**config.mk**
```make
export PLATFORM = sky130hd
export DESIGN_NAME = br_issue_queue
export DESIGN_NICKNAME = d
export VERILOG_FILES = /design/src/rtl/br_issue_queue_pkg.sv /design/src/rtl/br_iq_wakeup.sv /design/src/rtl/br_issue_queue.sv
export SDC_FILE = /design/constraint.sdc
export NUM_CORES = 1
export LEC_CHECK = 0
export CAP_MARGIN = 0
export CORE_UTILIZATION = 39
export DETAILED_ROUTE_END_ITERATION = 10
export GPL_TIMING_DRIVEN = 0
export PLACE_DENSITY = 0.68
export SLEW_MARGIN = 25
export SYNTH_ARGS = -nofsm -noshare
export SYNTH_HDL_FRONTEND = slang
export SYNTH_SLANG_ARGS = --single-unit
export TNS_END_PERCENT = 10
```
**constraint.sdc**
```tcl
create_clock -name clk -period 4.2 [get_ports clk]
set_input_delay 1.26 -clock clk [delete_from_list [all_inputs] [get_ports clk]]
set_output_delay 1.26 -clock clk [all_outputs]
set_load 0.03 [all_outputs]
```
**src/rtl/br_issue_queue_pkg.sv**
```systemverilog
// Shared RV32I decode types plus the branch issue-queue entry layout.
package rv32i_types;

  localparam int PREG_BITS = 6;
  localparam int ROB_BITS  = 4;

  typedef enum logic [6:0] {
    op_b_lui   = 7'b0110111,
    op_b_auipc = 7'b0010111,
    op_b_jal   = 7'b1101111,
    op_b_jalr  = 7'b1100111,
    op_b_br    = 7'b1100011,
    op_b_load  = 7'b0000011,
    op_b_store = 7'b0100011,
    op_b_imm   = 7'b0010011,
    op_b_reg   = 7'b0110011
  } rv32i_opcode;

  typedef struct packed {
    logic [6:0]  opcode;
    logic [2:0]  funct3;
    logic [31:0] pc;
    logic [31:0] imm;
  } decode_info_t;

  // Physical tag 0 is hardwired x0: always ready, never woken by the CDB.
  localparam logic [PREG_BITS-1:0] PREG_ZERO = '0;

  typedef struct packed {
    logic                 valid;
    decode_info_t         decode_info;
    logic [PREG_BITS-1:0] ps1;
    logic                 ps1_rdy;
    logic [PREG_BITS-1:0] ps2;
    logic                 ps2_rdy;
    logic [PREG_BITS-1:0] pd;
    logic [ROB_BITS-1:0]  rob_idx;
  } br_iq_entry_t;

endpackage

```
**src/rtl/br_iq_wakeup.sv**
```systemverilog
// Operand wakeup: a ready bit only ever sets, on a CDB match of a non-zero tag.
module br_iq_wakeup
  import rv32i_types::*;
#(
  parameter int W = PREG_BITS
) (
  input  logic [W-1:0] tag_i,
  input  logic         rdy_i,
  input  logic         cdb_valid_i,
  input  logic [W-1:0] cdb_pd_i,
  output logic         rdy_o
);
  assign rdy_o = rdy_i | (cdb_valid_i && (cdb_pd_i == tag_i) && (tag_i != '0));
endmodule

```
**src/rtl/br_issue_queue.sv**
```systemverilog
// In-order branch issue queue: circular buffer, CDB wakeup, oldest-only issue.
// Optional macro BR_ISSUE_QUEUE_FULL_PASS_EN: a full queue accepts dispatch while the head issues.
module br_issue_queue
  import rv32i_types::*;
#(
  parameter int PHYS_REG_BITS = PREG_BITS,
  parameter int ROB_IDX_BITS  = ROB_BITS,
  parameter int DEPTH         = 4
) (
  input  logic                     clk,
  input  logic                     rst,
  input  logic                     dispatch_valid,
  output logic                     dispatch_ready,
  input  decode_info_t             dispatch_info,
  input  logic [PHYS_REG_BITS-1:0] dispatch_ps1,
  input  logic                     dispatch_ps1_rdy,
  input  logic [PHYS_REG_BITS-1:0] dispatch_ps2,
  input  logic                     dispatch_ps2_rdy,
  input  logic [PHYS_REG_BITS-1:0] dispatch_pd,
  input  logic [ROB_IDX_BITS-1:0]  dispatch_rob_idx,
  input  logic                     cdb_valid,
  input  logic [PHYS_REG_BITS-1:0] cdb_pd,
  input  logic                     issue_ready,
  output logic                     issue_valid,
  output decode_info_t             issue_info,
  output logic [PHYS_REG_BITS-1:0] issue_ps1,
  output logic [PHYS_REG_BITS-1:0] issue_ps2,
  output logic [PHYS_REG_BITS-1:0] issue_pd,
  output logic [ROB_IDX_BITS-1:0]  issue_rob_idx,
  input  logic                     flush,
  output logic [$clog2(DEPTH):0]   count
);
  localparam int PTR_W = $clog2(DEPTH);
  localparam int CNT_W = PTR_W + 1;

  br_iq_entry_t [DEPTH-1:0] ent_q, ent_d;
  logic [PTR_W-1:0] head_q, head_d, tail_q, tail_d;
  logic [CNT_W-1:0] count_q, count_d;
  logic [DEPTH-1:0] wk1, wk2;
  logic             is_jal, is_jalr, d1_base, d2_base, d1_rdy, d2_rdy;
  logic             push, pop;
  br_iq_entry_t     head;

  assign head  = ent_q[head_q];
  assign count = count_q;

  assign issue_valid = (count_q != '0) && head.ps1_rdy && head.ps2_rdy && issue_ready && !flush;
`ifdef BR_ISSUE_QUEUE_FULL_PASS_EN
  assign dispatch_ready = (count_q != CNT_W'(DEPTH)) || issue_valid;
`else
  assign dispatch_ready = (count_q != CNT_W'(DEPTH));
`endif

  assign push = dispatch_valid && dispatch_ready && !flush;
  assign pop  = issue_valid;

  assign issue_info    = head.decode_info;
  assign issue_ps1     = head.ps1;
  assign issue_ps2     = head.ps2;
  assign issue_pd      = head.pd;
  assign issue_rob_idx = head.rob_idx;

  // JAL reads no registers, JALR reads only rs1.
  assign is_jal  = (dispatch_info.opcode == op_b_jal);
  assign is_jalr = (dispatch_info.opcode == op_b_jalr);
  assign d1_base = dispatch_ps1_rdy | (dispatch_ps1 == PREG_ZERO) | is_jal;
  assign d2_base = dispatch_ps2_rdy | (dispatch_ps2 == PREG_ZERO) | is_jal | is_jalr;

  // Same-cycle CDB bypass at write so a broadcast during dispatch is not lost.
  br_iq_wakeup #(.W(PHYS_REG_BITS)) u_wk_d1 (
    .tag_i(dispatch_ps1), .rdy_i(d1_base), .cdb_valid_i(cdb_valid), .cdb_pd_i(cdb_pd), .rdy_o(d1_rdy));
  br_iq_wakeup #(.W(PHYS_REG_BITS)) u_wk_d2 (
    .tag_i(dispatch_ps2), .rdy_i(d2_base), .cdb_valid_i(cdb_valid), .cdb_pd_i(cdb_pd), .rdy_o(d2_rdy));

  for (genvar i = 0; i < DEPTH; i++) begin : g_wk
    br_iq_wakeup #(.W(PHYS_REG_BITS)) u_wk1 (
      .tag_i(ent_q[i].ps1), .rdy_i(ent_q[i].ps1_rdy), .cdb_valid_i(cdb_valid & ent_q[i].valid),
      .cdb_pd_i(cdb_pd), .rdy_o(wk1[i]));
    br_iq_wakeup #(.W(PHYS_REG_BITS)) u_wk2 (
      .tag_i(ent_q[i].ps2), .rdy_i(ent_q[i].ps2_rdy), .cdb_valid_i(cdb_valid & ent_q[i].valid),
      .cdb_pd_i(cdb_pd), .rdy_o(wk2[i]));
  end

  always_comb begin
    ent_d  = ent_q;
    head_d = head_q;
    tail_d = tail_q;
    for (int i = 0; i < DEPTH; i++) begin
      ent_d[i].ps1_rdy = wk1[i];
      ent_d[i].ps2_rdy = wk2[i];
    end
    if (pop) begin
      ent_d[head_q].valid = 1'b0;
      head_d              = head_q + PTR_W'(1);
    end
    if (push) begin
      ent_d[tail_q].valid       = 1'b1;
      ent_d[tail_q].decode_info = dispatch_info;
      ent_d[tail_q].ps1         = dispatch_ps1;
      ent_d[tail_q].ps1_rdy     = d1_rdy;
      ent_d[tail_q].ps2         = dispatch_ps2;
      ent_d[tail_q].ps2_rdy     = d2_rdy;
      ent_d[tail_q].pd          = dispatch_pd;
      ent_d[tail_q].rob_idx     = dispatch_rob_idx;
      tail_d                    = tail_q + PTR_W'(1);
    end
    count_d = count_q + CNT_W'(push) - CNT_W'(pop);
    if (flush) begin
      ent_d   = '0;
      head_d  = '0;
      tail_d  = '0;
      count_d = '0;
    end
  end

  always_ff @(posedge clk) begin
    if (rst) begin
      ent_q   <= '0;
      head_q  <= '0;
      tail_q  <= '0;
      count_q <= '0;
    end else begin
      ent_q   <= ent_d;
      head_q  <= head_d;
      tail_q  <= tail_d;
      count_q <= count_d;
    end
  end

endmodule

```
==> results of run 1 <==
## logic make-up after synthesis
kind of cell | after synthesis | synth area share
and+or+nand+nor | 843 | 0.193
AOI/OAI and AO/OA | 418 | 0.125
DFF | 403 | 0.466
buffers and inverters | 170 | 0.0499
muxes | 96 | 0.125
xor gates and xnor gates | 64 | 0.0324
adders and majority gates | 11 | 0.00838
## power by group
| part | internal, mW | switching [mW] |
|---|---|---|
| clock | 2.40 | 1.61 |
| sequential | 3.85 | 0.0179 |
| combinational | 0.215 | 0.359 |
## state kept, by name, indices dropped and copies added, names as in the netlist
signal / count
count: 3
ent_q: 396
head_q: 2
tail_q: 2
## synthesized netlist by cell type
cell type	instances	area [um2]
ha_1	10	125
nor4_1	12	75.1
nor3_1	9	45.0
a311oi_1	2	17.5
xnor2_1	42	368
mux4_2	96	2160
or2_2	1	6.26
nor2_1	7	26.3
fa_1	1	20.0
nand3b_1	1	7.51
clkbuf_1	87	327
buf_2	49	245
buf_1	1	3.75
nand4_1	7	43.8
buf_4	6	45.0
buf_6	19	214
dfxtp_1	403	8070
nand2_4	3	33.8
o311ai_0	5	43.8
a31oi_1	8	50.1
o211ai_1	1	7.51
a21oi_1	385	1930
a211o_1	1	8.76
nand2_1	773	2900
nand2b_1	1	6.26
a2111oi_0	1	8.76
xor2_1	22	193
and2_1	2	12.5
nor3b_1	1	7.51
o31ai_1	4	30.0
or3b_1	1	8.76
and4b_1	4	40.0
a32oi_1	2	17.5
a211oi_1	3	22.5
nand3_1	10	50.1
nand2_2	1	6.26
inv_1	8	30.0
or4_1	9	67.6
o21ai_0	6	30.0
and3b_1	1	8.76
## cell usage in the layout, fill, tap and decap left out, types with 2 or more instances in the layout
| cell | netlist | layout |
|---|---|---|
| or4_1 | 9 | 9 |
| nand2_4 | 3 | 3 |
| nand2_1 | 773 | 773 |
| ha_1 | 10 | 10 |
| o311ai_0 | 5 | 5 |
| a211oi_1 | 3 | 3 |
| nor3_1 | 9 | 9 |
| xor2_1 | 22 | 22 |
| o31ai_1 | 4 | 4 |
| nor2_1 | 7 | 7 |
| dfxtp_1 | 403 | 403 |
| nand4_1 | 7 | 7 |
| nor4_1 | 12 | 12 |
| nand3_1 | 10 | 10 |
| clkinv_2 | 0 | 5 |
| a32oi_1 | 2 | 2 |
| buf_4 | 6 | 9 |
| clkbuf_8 | 0 | 15 |
| dlygate4sd2_1 | 0 | 30 |
| buf_2 | 49 | 43 |
| xnor2_1 | 42 | 42 |
| inv_1 | 8 | 8 |
| bufinv_16 | 0 | 3 |
| dlymetal6s2s_1 | 0 | 5 |
| clkbuf_1 | 87 | 91 |
| clkinvlp_4 | 0 | 2 |
| a21oi_1 | 385 | 385 |
| o21ai_0 | 6 | 6 |
| buf_6 | 19 | 21 |
| clkbuf_4 | 0 | 5 |
| a31oi_1 | 8 | 8 |
| mux4_2 | 96 | 96 |
| clkdlybuf4s50_1 | 0 | 167 |
| and4b_1 | 4 | 4 |
| inv_6 | 0 | 2 |
| clkbuf_16 | 0 | 45 |
## tightest hold or removal path: cells and delay by family (launching register included)
kind | cells | cell delay, ns
and+or+nand+nor | 1 | 0.05
AOI/OAI and AO/OA | 1 | 0.05
DFF | 1 | 0.30
## routing by layer
layer	routed length, um	vias up	part of all wire	global-route usage
met5	10	-	0.00018	0
met1	23500	7617	0.41	0.331
met2	27200	662	0.48	0.413
met4	1620	2	0.028	0.0985
li1	-	7276	-	-
met3	4720	95	0.083	0.0438
## worst max-delay path by stage
stage	start	endpoint	cells after the start
floorplan	flush	count[2]	12
global placement	flush	issue_valid	6
detailed placement	flush	issue_valid	6
CTS	head_q[1]	issue_info[64]	5
global route	head_q[0]	issue_info[27]	5
finish	head_q[0]	issue_info[23]	5
## area by class of cell
| type | instances | area [um2] | share of cell area |
|---|---|---|---|
| well taps | 585 | 732 | 0.0339 |
| clock buffers | 68 | 1350 | 0.0626 |
| flip-flops and latches | 403 | 8070 | 0.373 |
| inverters | 8 | 30.0 | 0.00139 |
| diodes | 1 | 2.50 | 0.000116 |
| repair buffers | 203 | 2000 | 0.0927 |
| plain buffers | 161 | 878 | 0.0407 |
| clock inverters | 12 | 148 | 0.00683 |
| multi-input cells | 1432 | 8390 | 0.388 |
## repair_timing
action / 4_1_cts / 5_1_grt
resized for setup: 52 / 10
endpoints found under the setup margin: 97 / 13
hold endpoints to repair: 0 / 0
## per-stage QoR
stage / worst slack (ns) / utilization / hold slack, ns / power (mW) / instances
after floorplan: 0.494 / - / 0.433 / 4.22 / 2005
after global placement: -0.745 / 0.462 / 0.438 / 4.52 / 2793
after detailed placement: -0.783 / 0.462 / 0.443 / 4.53 / 2793
after CTS: -0.0300 / 0.496 / 0.453 / 8.50 / 2872
after global routing: 0.000972 / 0.497 / 0.467 / 8.69 / 2873
final: 0.0606 / 0.497 / 0.451 / 8.45 / 2873
==> results.md, run 1 <==
* Area after DPL at 0.0201 mm2
* Fin nets at 2374
* Antenna Nets Post-Route at 0
* Number of global-route vias before repair at 15300
* Fillers at between 4000 and 5000
* DRC at 0
* Synth Warn # at 0
* Post-CTS Hold Fix Bufs at 0
* Period utilization at 0.986
* IO Count at between 200 and 250
* Hold worst-path end: ent_q[30]
* Crit path launch type: flop
* Area Overhead vs Synth at 24.8%
* DR vias/cell at roughly 5.4
* Worst path bufs/invs at 4
* # setup viols final at 0
* Worst path cell trace: buf_4 > clkbuf_8 > buf_2 > mux4_2 > clkdlybuf4s50_1
* Die area at roughly 0.045 mm2
* TritonCTS clock tree: yes
* Cell Rows at 76
* HPWL Detailed at between 30 and 40 mm
* Per-cell routed wire length at a little under 20 um
* Crit path required time at 2.94 ns
* RSZ-0062 raised after global routing: false
* Worst setup EP type: primary output
* Reg2Reg Setup Slack at around 1.5 ns
* Htree depth at 2
* DRT Wirelength at approximately 57 mm
* Finished Cell Area at approximately 0.022 mm2
* Setup TNS at 0 ns
* First-pass GRT wire length at around 90 mm
* Remaining global-route overflow at 0
* Die Ht at 213 um
* Relative slew slack at 0.322
* Worst-path clk slew at approximately 0.070 ns
* FF-to-FF Start: count[2]
* Largest net degree at the start of global routing at 14
* Post-Syn Nets at ~2100
* Worst path arrival time at 2.88 ns
* CP max FO at 10
* Worst setup path class: reg2out
* Initial Util at 0.398
* Longest Clk Path Bufs at 3
* Worst path slowest cell: clkdlybuf4s50_1
* Setup Buffers After CTS at 0
* Max-Cap Viols at 0
* Sequential area share after synthesis at 0.466
* Via count at ~16000
* Synthesized area per cell at roughly 8.6 um2
* CTS Buf Count at 44
* Slowest Stage Delay on Critical Path at 0.61 ns
* Initial antenna violation count at 3
* Layout cells sized above 1 at 0.111
* Synth unique cells at 40
* Hold path startpoint: ent_q[30]
* DR pass1 iterations at 5
* Hold Crit Class: reg2reg
* Final hold violations at 0
* Pwr/cell area at just under 400 mW/mm2
* Mapped Area at between 0.015 and 0.02 mm2
* CP delay by family, top: buffers and inverters
* Global-route usage over all layers at 0.252
* Max Clock Freq at between 200 and 250 MHz
* Port bufs at 203
* Leakage at 7.04 nW
* Worst Skew at between 0.009 and 0.01 ns
* Min cycle time layout at between 4 and 5 ns
* Worst reg2reg path depth at 13
* WHS Path Cells at 2
* Die X-Extent at 213 um
* Run status: finished clean
* Crit Reg-Reg Endpoint: count[2]
* Sink Count at just over 400
* Final max-slew violation count at 0
* VDD IR-drop max at about 0.24 mV
* CTS root buf: clkbuf_16
* GPL Wtd Cong at between 0.9 and 1
* Worst-Margin Slew at roughly 1.0 ns
* Core area at around 0.043 mm2
* Clock latency on the worst-skew pair at roughly 0.58 ns
* Register bit total from synthesis at approximately 400
* Mapped Cells at 2005
* Drt initial violations at 1404
Note: power is estimated with default switching activity, not from simulation.
==> inputs of run 2 (changes only) <==
CORE_ASPECT_RATIO = 1.1   (was not set)
==> results.md, run 2 (synthesis results as in run 1) <==
* Run status: finished clean
* Relative slew slack at 0.292 (-0.0299)
* Hold Crit Class: reg2reg
* Cell Rows at 80 (+5.3%)
* Met3 Wirelength at 4.76 mm (+0.87%)
* Final hold slack at 0.450 ns (-0.000500 ns)
* IO Count at 211 (unchanged)
* Longest Clk Path Bufs at 3 (unchanged)
* VDD IR-drop max at 0.232 mV (-4.1%)
* Final hold violations at 0 (unchanged)
* Clock Power Share at 0.463 (-0.011)
* Worst path arrival time at 2.84 ns (-0.04 ns)
* Core area at 0.0435 mm2 (+0.20%)
* DRC at 0 (unchanged)
* Die X-Extent at 203 um (-4.6%)
* Most frequent cells in the layout: 773 x nand2_1, 403 x dfxtp_1, 385 x a21oi_1
* # setup viols final at 0 (unchanged)
* Max Clock Freq at 244 MHz (+0.96%)
* Crit Reg-Reg Endpoint: count[2]
* Met2 wire len at 27.8 mm (+2.3%)
* Layout cells sized above 1 at 0.109 (-0.00238)
* Post-Place Cells at 2782 (-0.39%)
* WHS Path Cells at 2 (unchanged)
* Initial antenna violation count at 2 (-1)
* Post-Route M1 WL at 23.1 mm (-1.4%)
* FF-to-FF Start: count[2]
* Hold worst-path end: ent_q[159]
* Antenna Nets Post-Route at 0 (unchanged)
* Final max-slew violation count at 0 (unchanged)
* Via count at 15700 (+0.50%)
* Die area at 0.0452 mm2 (about the same)
* First-pass GRT wire length at 88.7 mm (+1.3%)
* Crit path launch type: primary input
* Area Overhead vs Synth at 24.6%
* Global-route usage over all layers at 0.253 (+0.000468)
* Commonest non-fill, non-tap cell in the layout: nand2_1
* Hold path startpoint: ent_q[159]
* Max layer used: met5
* Switching share of power at 0.239 (+0.00371)
* Worst-path clk slew at 0.06 ns (about the same)
* Drt initial violations at 1268 (-9.7%)
* Period utilization at 0.976 (-0.00941)
* Leakage at 7.15 nW (+1.6%)
* Psw at 1.98 mW (-0.53%)
* Finished Layout Cells at 2858 (-0.52%)
* CTS Buf Count at 42 (-4.5%)
* HPWL Detailed at 39.3 mm (about the same)
* Post-place setup slack at -0.788 ns (-0.00521 ns)
* Die Ht at 223 um (+4.8%)
* GPL Wtd Cong at 0.903 (about the same)
* Htree depth at 2 (unchanged)
* CTS root buf: clkbuf_16
* Pint at 6.30 mW (-2.6%)
* Worst reg2reg path depth at 13 (unchanged)
* CP max FO at 8 (-2)
* Sequential group share of total power at 0.467 (+0.009)
* Sink Count at 403 (unchanged)
* Number of flip-flops in the largest register at 396 (unchanged)
* Max-Cap Viols at 0 (unchanged)
* DR vias/cell at 5.50 (+1.0%)
* Min cycle time layout at 4.10 ns (-0.0395 ns)
* Number of global-route vias before repair at 15600 (+2.0%)
* Design Power at 8.28 mW (-2.1%)
* DR pass1 iterations at 6 (+1)
* Remaining global-route overflow at 0 (unchanged)
* Port bufs at 203 (unchanged)
* Largest Register: ent_q
* Share of power burned in combinational logic at 0.070 (+0.002)
* Initial Util at 0.398 (-0.000778)
* TritonCTS clock tree: yes
* Crit path required time at 2.94 ns (about the same)
* Worst-Margin Slew at 1.05 ns (+0.0351 ns)
* RSZ-0062 raised after global routing: false
* Setup TNS at 0 ns (unchanged)
* Clock latency on the worst-skew pair at 0.58 ns (about the same)
* Fin nets at 2372 (-0.084%)
* Slack of the critical path at 0.100 ns (+0.0395 ns)
* Worst Skew at 0.0244 ns (+0.0152 ns)
* Worst setup EP type: primary output
* DRT Wirelength at 57.5 mm (+0.79%)
* Largest net degree at the start of global routing at 14 (unchanged)
* Reg2Reg Setup Slack at 1.44 ns (about the same)
* Worst setup path class: in2out
* Per-cell routed wire length at 20.1 um (+1.3%)
* Pwr/cell area at 384 mW/mm2 (-1.9%)
## run 2: changes by cell type in the layout (fill, tap and decap cells not counted), sizes merged
cell	before	now
dlymetal6s2s	5	20
dlygate4sd2	30	4
clkbuf	157	153
buf	73	72
clkinvlp	2	1
inv	10	11
clkdlybuf4s50	167	178
diode	1	2
## run 2: worst max-delay path: stages
cell and delay [ns]:
clkdlybuf4s50_1 0.54, nand2b_1 0.22, a311oi_2 0.30, and2_4 0.26, buf_2 0.25
## run 2: worst max-delay path by stage
| stage | cells past startpoint | from | endpoint |
|---|---|---|---|
| final | 5 | flush | issue_valid |
| after global routing | 5 | head_q[0] | issue_pd[4] |
| after CTS | 5 | head_q[1] | issue_info[59] |
| after detailed placement | 6 | flush | issue_valid |
| after global placement | 6 | flush | issue_valid |
| after floorplan | 12 | flush | count[2] |
## run 2: through the flow
stage | cell area (um2) | utilization
after floorplan | 17300 | -
after global placement | 20100 | 0.461
after detailed placement | 20100 | 0.461
after CTS | 21500 | 0.494
after global routing | 21600 | 0.495
final | 21600 | 0.495
## run 2: layout make-up
type,instances,area (um2)
multi-input cells,1432,8390
flip-flops and latches,403,8070
well taps,574,718
clock buffers,63,1240
plain buffers,161,885
inverters,8,30.0
clock inverters,12,160
fillers,4102,22000
diodes,2,5.00
repair buffers,203,2070
## run 2: timing repair
action | CTS | global route
setup endpoints to repair | 97 | 47
gates resized for setup | 25 | 29
setup buffers | 0 | 0
pin swaps | 0 | 1
hold buffers | 0 | 0
## run 2: per-layer routing
| layer | track usage | vias to the layer above |
|---|---|---|
| li1 | - | 7262 |
| met1 | 0.327 | 7621 |
| met2 | 0.416 | 733 |
| met3 | 0.0473 | 113 |
| met4 | 0.0973 | 2 |
| met5 | 0 | - |
## run 2: power groups by stage
stage / clock network, mW / logic [mW] / registers, mW
after floorplan: 0 / 0.269 / 3.95
after global placement: 0 / 0.567 / 3.95
after detailed placement: 0 / 0.575 / 3.95
after CTS: 3.87 / 0.577 / 3.87
after global routing: 4.01 / 0.617 / 3.87
final: 3.83 / 0.580 / 3.87
